## config.mk

```make
export PLATFORM = sky130hd
export DESIGN_NAME = bmp_stream_writer
export DESIGN_NICKNAME = d
export VERILOG_FILES = /design/src/rtl/bmp_stream_writer.sv
export SDC_FILE = /design/constraint.sdc
export NUM_CORES = 1
export LEC_CHECK = 0
export BUFFER_PORTS_ARGS = -buffer_cell sky130_fd_sc_hd__buf_4
export CAP_MARGIN = 20
export CORE_ASPECT_RATIO = 0.75
export CORE_MARGIN = 8
export CORE_UTILIZATION = 50
export DETAILED_ROUTE_END_ITERATION = 6
export PLACE_DENSITY_LB_ADDON = 0.2
export SLEW_MARGIN = 20
export SYNTH_ARGS = -nofsm -noshare
export SYNTH_HDL_FRONTEND = slang
export SYNTH_SLANG_ARGS = --single-unit
```

## constraint.sdc

```tcl
create_clock -name clock -period 5.94 [get_ports clock]
set_clock_uncertainty 0.15 [all_clocks]
set_input_delay 1.188 -clock clock [delete_from_list [all_inputs] [get_ports clock]]
set_output_delay 1.188 -clock clock [all_outputs]
set_load 0.02 [all_outputs]
```

## src/rtl/bmp_stream_writer.sv

```systemverilog
// Streams one 24-bit BMP frame per start request: optional 54-byte header, then FIFO pixels
// MSB-first with zero padding to a 4-byte row boundary. Header generation is built in with BMP_HEADER_GEN_EN.
module bmp_stream_writer #(
  parameter int WIDTH  = 768,
  parameter int HEIGHT = 576
) (
  input  logic        clock,
  input  logic        reset,
  input  logic        start,
  input  logic        pix_empty,
  input  logic [23:0] pix_dout,
  output logic        pix_rd_en,
  output logic [7:0]  byte_out,
  output logic        byte_valid,
  input  logic        byte_ready,
  output logic        busy,
  output logic        done
);

  localparam int PAD_BYTES = (4 - (WIDTH * 3) % 4) % 4;
  localparam int COL_W     = (WIDTH > 1) ? $clog2(WIDTH) : 1;
  localparam int ROW_W     = (HEIGHT > 1) ? $clog2(HEIGHT) : 1;

  localparam logic [COL_W-1:0] COL_LAST = COL_W'(WIDTH - 1);
  localparam logic [ROW_W-1:0] ROW_LAST = ROW_W'(HEIGHT - 1);
  localparam logic [1:0]       PAD_LAST = 2'(PAD_BYTES - 1);

`ifdef BMP_HEADER_GEN_EN
  localparam logic [31:0] IMG_SIZE  = 32'((WIDTH * 3 + PAD_BYTES) * HEIGHT);
  localparam logic [31:0] FILE_SIZE = IMG_SIZE + 32'd54;

  // Byte 0 sits in the LSBs, so each 32-bit field lands little-endian without swapping.
  localparam logic [431:0] HDR_ROM = {
    32'd0, 32'd0, 32'd2835, 32'd2835, IMG_SIZE, 32'd0,
    16'd24, 16'd1, 32'(HEIGHT), 32'(WIDTH), 32'd40,
    32'd54, 32'd0, FILE_SIZE, 8'h4D, 8'h42
  };
`endif

  typedef enum logic [2:0] {
    IDLE = 3'd0,
`ifdef BMP_HEADER_GEN_EN
    HDR  = 3'd1,
`endif
    LOAD = 3'd2,
    PIX  = 3'd3,
    PAD  = 3'd4,
    DONE = 3'd5
  } state_t;

  state_t           state_q;
  logic [COL_W-1:0] col_q;
  logic [ROW_W-1:0] row_q;
  logic [1:0]       byte_idx_q;
  logic [1:0]       pad_q;
  logic             last_q;
  logic [23:0]      pix_q;
  logic [7:0]       byte_out_q;
  logic             byte_valid_q;
  logic             busy_q;
  logic             done_q;
`ifdef BMP_HEADER_GEN_EN
  logic [5:0]       hdr_idx_q;
`endif

  logic       xfer;
  logic       out_free;
  logic       col_last;
  logic       row_last;
  logic [7:0] pix_byte;

  // The output register may be reloaded when empty or when its byte leaves on this edge.
  assign xfer     = byte_valid_q & byte_ready;
  assign out_free = ~byte_valid_q | byte_ready;
  assign col_last = (col_q == COL_LAST);
  assign row_last = (row_q == ROW_LAST);

  assign pix_rd_en  = (state_q == LOAD) & ~pix_empty & out_free;
  assign byte_out   = byte_out_q;
  assign byte_valid = byte_valid_q;
  assign busy       = busy_q;
  assign done       = done_q;

  // NOTE: every branch assigns pix_byte, so this stays combinational and infers no latch.
  always_comb begin
    case (byte_idx_q)
      2'd1:    pix_byte = pix_q[15:8];
      2'd2:    pix_byte = pix_q[7:0];
      default: pix_byte = pix_q[23:16];
    endcase
  end

  // NOTE: state is updated with non-blocking assignments only, so every branch reads pre-edge values.
  always_ff @(posedge clock or negedge reset) begin
    if (!reset) begin
      state_q      <= IDLE;
      col_q        <= '0;
      row_q        <= '0;
      byte_idx_q   <= '0;
      pad_q        <= '0;
      last_q       <= 1'b0;
      pix_q        <= '0;
      byte_out_q   <= 8'h00;
      byte_valid_q <= 1'b0;
      busy_q       <= 1'b0;
      done_q       <= 1'b0;
`ifdef BMP_HEADER_GEN_EN
      hdr_idx_q    <= '0;
`endif
    end else begin
      done_q <= 1'b0;
      case (state_q)
        IDLE: begin
          if (start) begin
            busy_q     <= 1'b1;
            col_q      <= '0;
            row_q      <= '0;
            byte_idx_q <= '0;
            pad_q      <= '0;
            last_q     <= 1'b0;
`ifdef BMP_HEADER_GEN_EN
            hdr_idx_q  <= '0;
            state_q    <= HDR;
`else
            state_q    <= LOAD;
`endif
          end
        end

`ifdef BMP_HEADER_GEN_EN
        HDR: begin
          if (out_free) begin
            byte_out_q   <= HDR_ROM[{hdr_idx_q, 3'b000} +: 8];
            byte_valid_q <= 1'b1;
            if (hdr_idx_q == 6'd53) begin
              hdr_idx_q <= '0;
              state_q   <= LOAD;
            end else begin
              hdr_idx_q <= hdr_idx_q + 6'd1;
            end
          end
        end
`endif

        LOAD: begin
          if (pix_rd_en) begin
            pix_q        <= pix_dout;
            byte_out_q   <= pix_dout[23:16];
            byte_valid_q <= 1'b1;
            byte_idx_q   <= 2'd1;
            state_q      <= PIX;
          end else if (xfer) begin
            byte_valid_q <= 1'b0;
          end
        end

        PIX: begin
          // last_q means the frame's final byte is already loaded; wait for it to leave.
          if (last_q) begin
            if (xfer) begin
              byte_valid_q <= 1'b0;
              last_q       <= 1'b0;
              done_q       <= 1'b1;
              state_q      <= DONE;
            end
          end else if (out_free) begin
            byte_out_q   <= pix_byte;
            byte_valid_q <= 1'b1;
            if (byte_idx_q == 2'd1) begin
              byte_idx_q <= 2'd2;
            end else begin
              byte_idx_q <= '0;
              if (!col_last) begin
                col_q   <= col_q + 1'b1;
                state_q <= LOAD;
              end else begin
                col_q <= '0;
                if (PAD_BYTES > 0) begin
                  state_q <= PAD;
                end else if (!row_last) begin
                  row_q   <= row_q + 1'b1;
                  state_q <= LOAD;
                end else begin
                  last_q <= 1'b1;
                end
              end
            end
          end
        end

        PAD: begin
          if (last_q) begin
            if (xfer) begin
              byte_valid_q <= 1'b0;
              last_q       <= 1'b0;
              done_q       <= 1'b1;
              state_q      <= DONE;
            end
          end else if (out_free) begin
            byte_out_q   <= 8'h00;
            byte_valid_q <= 1'b1;
            if (pad_q == PAD_LAST) begin
              pad_q <= '0;
              if (!row_last) begin
                row_q   <= row_q + 1'b1;
                state_q <= LOAD;
              end else begin
                last_q <= 1'b1;
              end
            end else begin
              pad_q <= pad_q + 2'd1;
            end
          end
        end

        DONE: begin
          busy_q  <= 1'b0;
          state_q <= IDLE;
        end

        default: begin
          busy_q  <= 1'b0;
          state_q <= IDLE;
        end
      endcase
    end
  end

endmodule

```

==> impl_metrics.tcl <==
set metrics [dict create \
    ys.flop_type "sky130_fd_sc_hd__dfrtp_1" \
    area_growth_syn_to_fin_pct 13.6 \
    vdd_ir_drop_max_v 0.000277 \
    synth_edf_count 0 \
    timing.fmax_mhz 263 \
    timing_max_transition_violations_final 0 \
    worstSetupEndpointType "primary output" \
    coreArea_mm2 0.00683 \
    cts-buffers-inserted 9 \
    wire_per_inst_um 16.8 \
    timing.critical_path.required_ps 4600 \
    worst_r2r_startpoint "state_q[1]" \
    dieArea_mm2 0.0100 \
    finalSetupViolations 0 \
    cts_max_level 3 \
    outcome "finished clean" \
    via_count_of_the_first_global_routing_pass 2719 \
    timing.slew.headroom_pct 42.6 \
    leakage_nw 1.79 \
    min_to "col_q[7]" \
    clkTransAtPathRegs_ps 70 \
    fin_tns_setup_ps 0 \
    clockRootBuffer "sky130_fd_sc_hd__clkbuf_8" \
    clock_path_buffers 2 \
    synth.lib_cells_used.distinct 63 \
    drive_gt1_share_pct 27.1 \
    grt.overflow.total 0 \
    final_core_utilization_pct 58.6 \
    power.share.clock_pct 20.4 \
    mappedNetlistArea_mm2 0.00352 \
    critical_path.reg2reg.endpoint "row_q[3]" \
    intPower_w 0.00115 \
    postSynthNetCount 375 \
    sw_frac_of_total_pct 37.0 \
    final-hold-violation-count 0 \
    synthTopCellsByArea "sky130_fd_sc_hd__dfrtp_1 (45%), sky130_fd_sc_hd__mux2_4 (7.7%), sky130_fd_sc_hd__o21ai_0 (5.1%)" \
    n_fill_cell 605 \
    globalplace.congestion 0.886 \
    min_from "col_q[7]" \
    power-per-cell-area_mw_per_mm2 455 \
    drc 0 \
    min_path_type "register to register" \
    power.share.combinational_pct 42.1 \
    synth_largest_type_area_fraction_pct 44.7 \
    tightest_slew_ps 860 \
    clock_network_latency_to_the_later_pin_of_the_worst_skew_pair_ps 330 \
    pin_count 41 \
    drtAntennaViolNets 0 \
    yosysWarningCount 0 \
    synth_common_cells "sky130_fd_sc_hd__dfrtp_1 (63), sky130_fd_sc_hd__o21ai_0 (36), sky130_fd_sc_hd__nor2_1 (28)" \
    grt_pass1_wl_um 13500 \
    post_cts_resize_count 0 \
    sort_of_element_at_the_start_of_the_critical_path "input pin" \
    routed-via-count 2719 \
    grt_max_degree 64 \
    holdPathStages 1 \
    first_iter_violations 146 \
    avgViaCountPerCell 5.90 \
    start_util_pct 51.6 \
    grt.total_usage_pct 16.7 \
    cts_hold_repair.buffers 0 \
    clock_sinks 63 \
    drv.max_cap_violation_count 0 \
    worst-r2r-setup-slack_ps 3220 \
    r2r_cells 5 \
    finalWorstPathRequiredPeriod_ps 3800 \
    cp_data_arrival_time_ps 2460 \
    post_synth.cell_area_avg_um2 10.3 \
    die-height_um 88.7 \
    antenna_found_initial 0 \
    dp.final_hpwl_um 5360 \
    floorplan.die.width_um 113 \
    synth-async-reset-ratio_pct 100 \
    drt_first_pass_iters 5 \
    post-synth-top-area-cell "sky130_fd_sc_hd__dfrtp_1" \
    port-buffer-count 40 \
    synth.ff_latch_count 63 \
    grt_setup_unrepaired "no" \
    crit_path_max_fanout 26 \
    cts_tree "yes" \
    sequential_cell_fraction_of_total_power_pct 37.5 \
    yosysSeqAreaShare_pct 44.7 \
    crit_type "input pin to primary output" \
    number_of_antenna_repair_diodes 0 \
    std_cell_rows 26 \
    nNetsFinal 407 \
    detail_route.wirelength_um 7750 \
    synth.most_common_cell "sky130_fd_sc_hd__dfrtp_1" \
    power_switching_w 0.000675 \
    final_min_period_over_clock_period_pct 63.9 \
    post_cts_buffers 0 \
    netlist_instances 341 \
]
## critical path, stage by stage
cell                       delay [ps]
sky130_fd_sc_hd__buf_4            110
sky130_fd_sc_hd__nand2b_4         160
sky130_fd_sc_hd__nand2_2           70
sky130_fd_sc_hd__or4_4            670
sky130_fd_sc_hd__inv_1            120
sky130_fd_sc_hd__buf_4            140
## cells in the final DEF, fill, tap and decap left out, types with 5 or more instances in the layout
cell type,Yosys,layout
sky130_fd_sc_hd__buf_4,2,40
sky130_fd_sc_hd__nor2b_1,6,6
sky130_fd_sc_hd__a21oi_1,15,15
sky130_fd_sc_hd__ha_1,5,5
sky130_fd_sc_hd__o21ai_0,36,36
sky130_fd_sc_hd__a22oi_1,9,9
sky130_fd_sc_hd__clkbuf_8,0,11
sky130_fd_sc_hd__mux2_4,18,18
sky130_fd_sc_hd__dfrtp_1,63,63
sky130_fd_sc_hd__nor2_1,28,28
sky130_fd_sc_hd__mux2_2,15,15
sky130_fd_sc_hd__a31oi_1,6,6
sky130_fd_sc_hd__nand3_1,11,11
sky130_fd_sc_hd__nand2_1,26,26
sky130_fd_sc_hd__nand4_1,5,5
sky130_fd_sc_hd__o31ai_1,15,15
sky130_fd_sc_hd__inv_1,8,8
## registers in the layout, summed over array words and instances, names as in the netlist
signal      cells
byte_idx_q      2
byte_out        8
row_q          10
pix_q          24
pad_q           2
state_q         3
last_q          1
done            1
byte_valid      1
busy            1
col_q          10
## how the worst max path moves through the flow
stage,cells past startpoint,from,end,slack [ps]
floorplan,6,byte_ready,pix_rd_en,2380
global placement,6,byte_ready,pix_rd_en,2140
detailed placement,6,byte_ready,pix_rd_en,2140
CTS,6,byte_ready,pix_rd_en,2130
global route,6,byte_ready,pix_rd_en,2070
finish,6,byte_ready,pix_rd_en,2140
## per-layer routing
metal | up-vias | GRT usage (%) | wire [um]
li1 | 1322 | - | -
met4 | 0 | 4.58 | 56
met1 | 1338 | 22.8 | 3850
met3 | 4 | 4.50 | 366
met2 | 55 | 25.7 | 3490
met5 | - | 0 | 0
## per-stage QoR
stage               hold WS, ps  area [um2]  worst slack, ps  std cells  power, W
finish                      341        4000             2140        461   0.00182
detailed placement          328        3810             2140        446   0.00146
global placement            314        3810             2140        446   0.00144
CTS                         340        4000             2130        461   0.00184
global route                362        4000             2070        461   0.00195
floorplan                   288        3520             2380        341   0.00126
## power by group through the flow
stage | logic (W) | registers (W) | clock network [W]
after global placement | 0.000755 | 0.000682 | 0
final | 0.000768 | 0.000683 | 0.000372
after CTS | 0.000774 | 0.000681 | 0.000383
after global routing | 0.000848 | 0.000705 | 0.000400
after detailed placement | 0.000769 | 0.000687 | 0
after floorplan | 0.000579 | 0.000685 | 0
## cells by family after synthesis
kind of cell / share of synthesized area, %
adder cells (fa/ha/maj): 1.78
multiplexers: 12.7
flip-flops: 44.7
buffers and inverters: 4.30
AND/OR/NAND/NOR: 16.9
AO/OA/AOI/OAI: 19.5
## final cells by class
cell class                      instances  area (um2)  area share (%)
Multi-Input combinational cell        251        1800            44.8
Sequential cell                        63        1580            39.4
Timing Repair Buffer                   40         300            7.50
Clock buffer                           11         151            3.78
Tap cell                               84         105            2.63
Clock inverter                          4        45.0            1.13
Inverter                                8        30.0           0.750
Power figures use the tool's default switching activity.
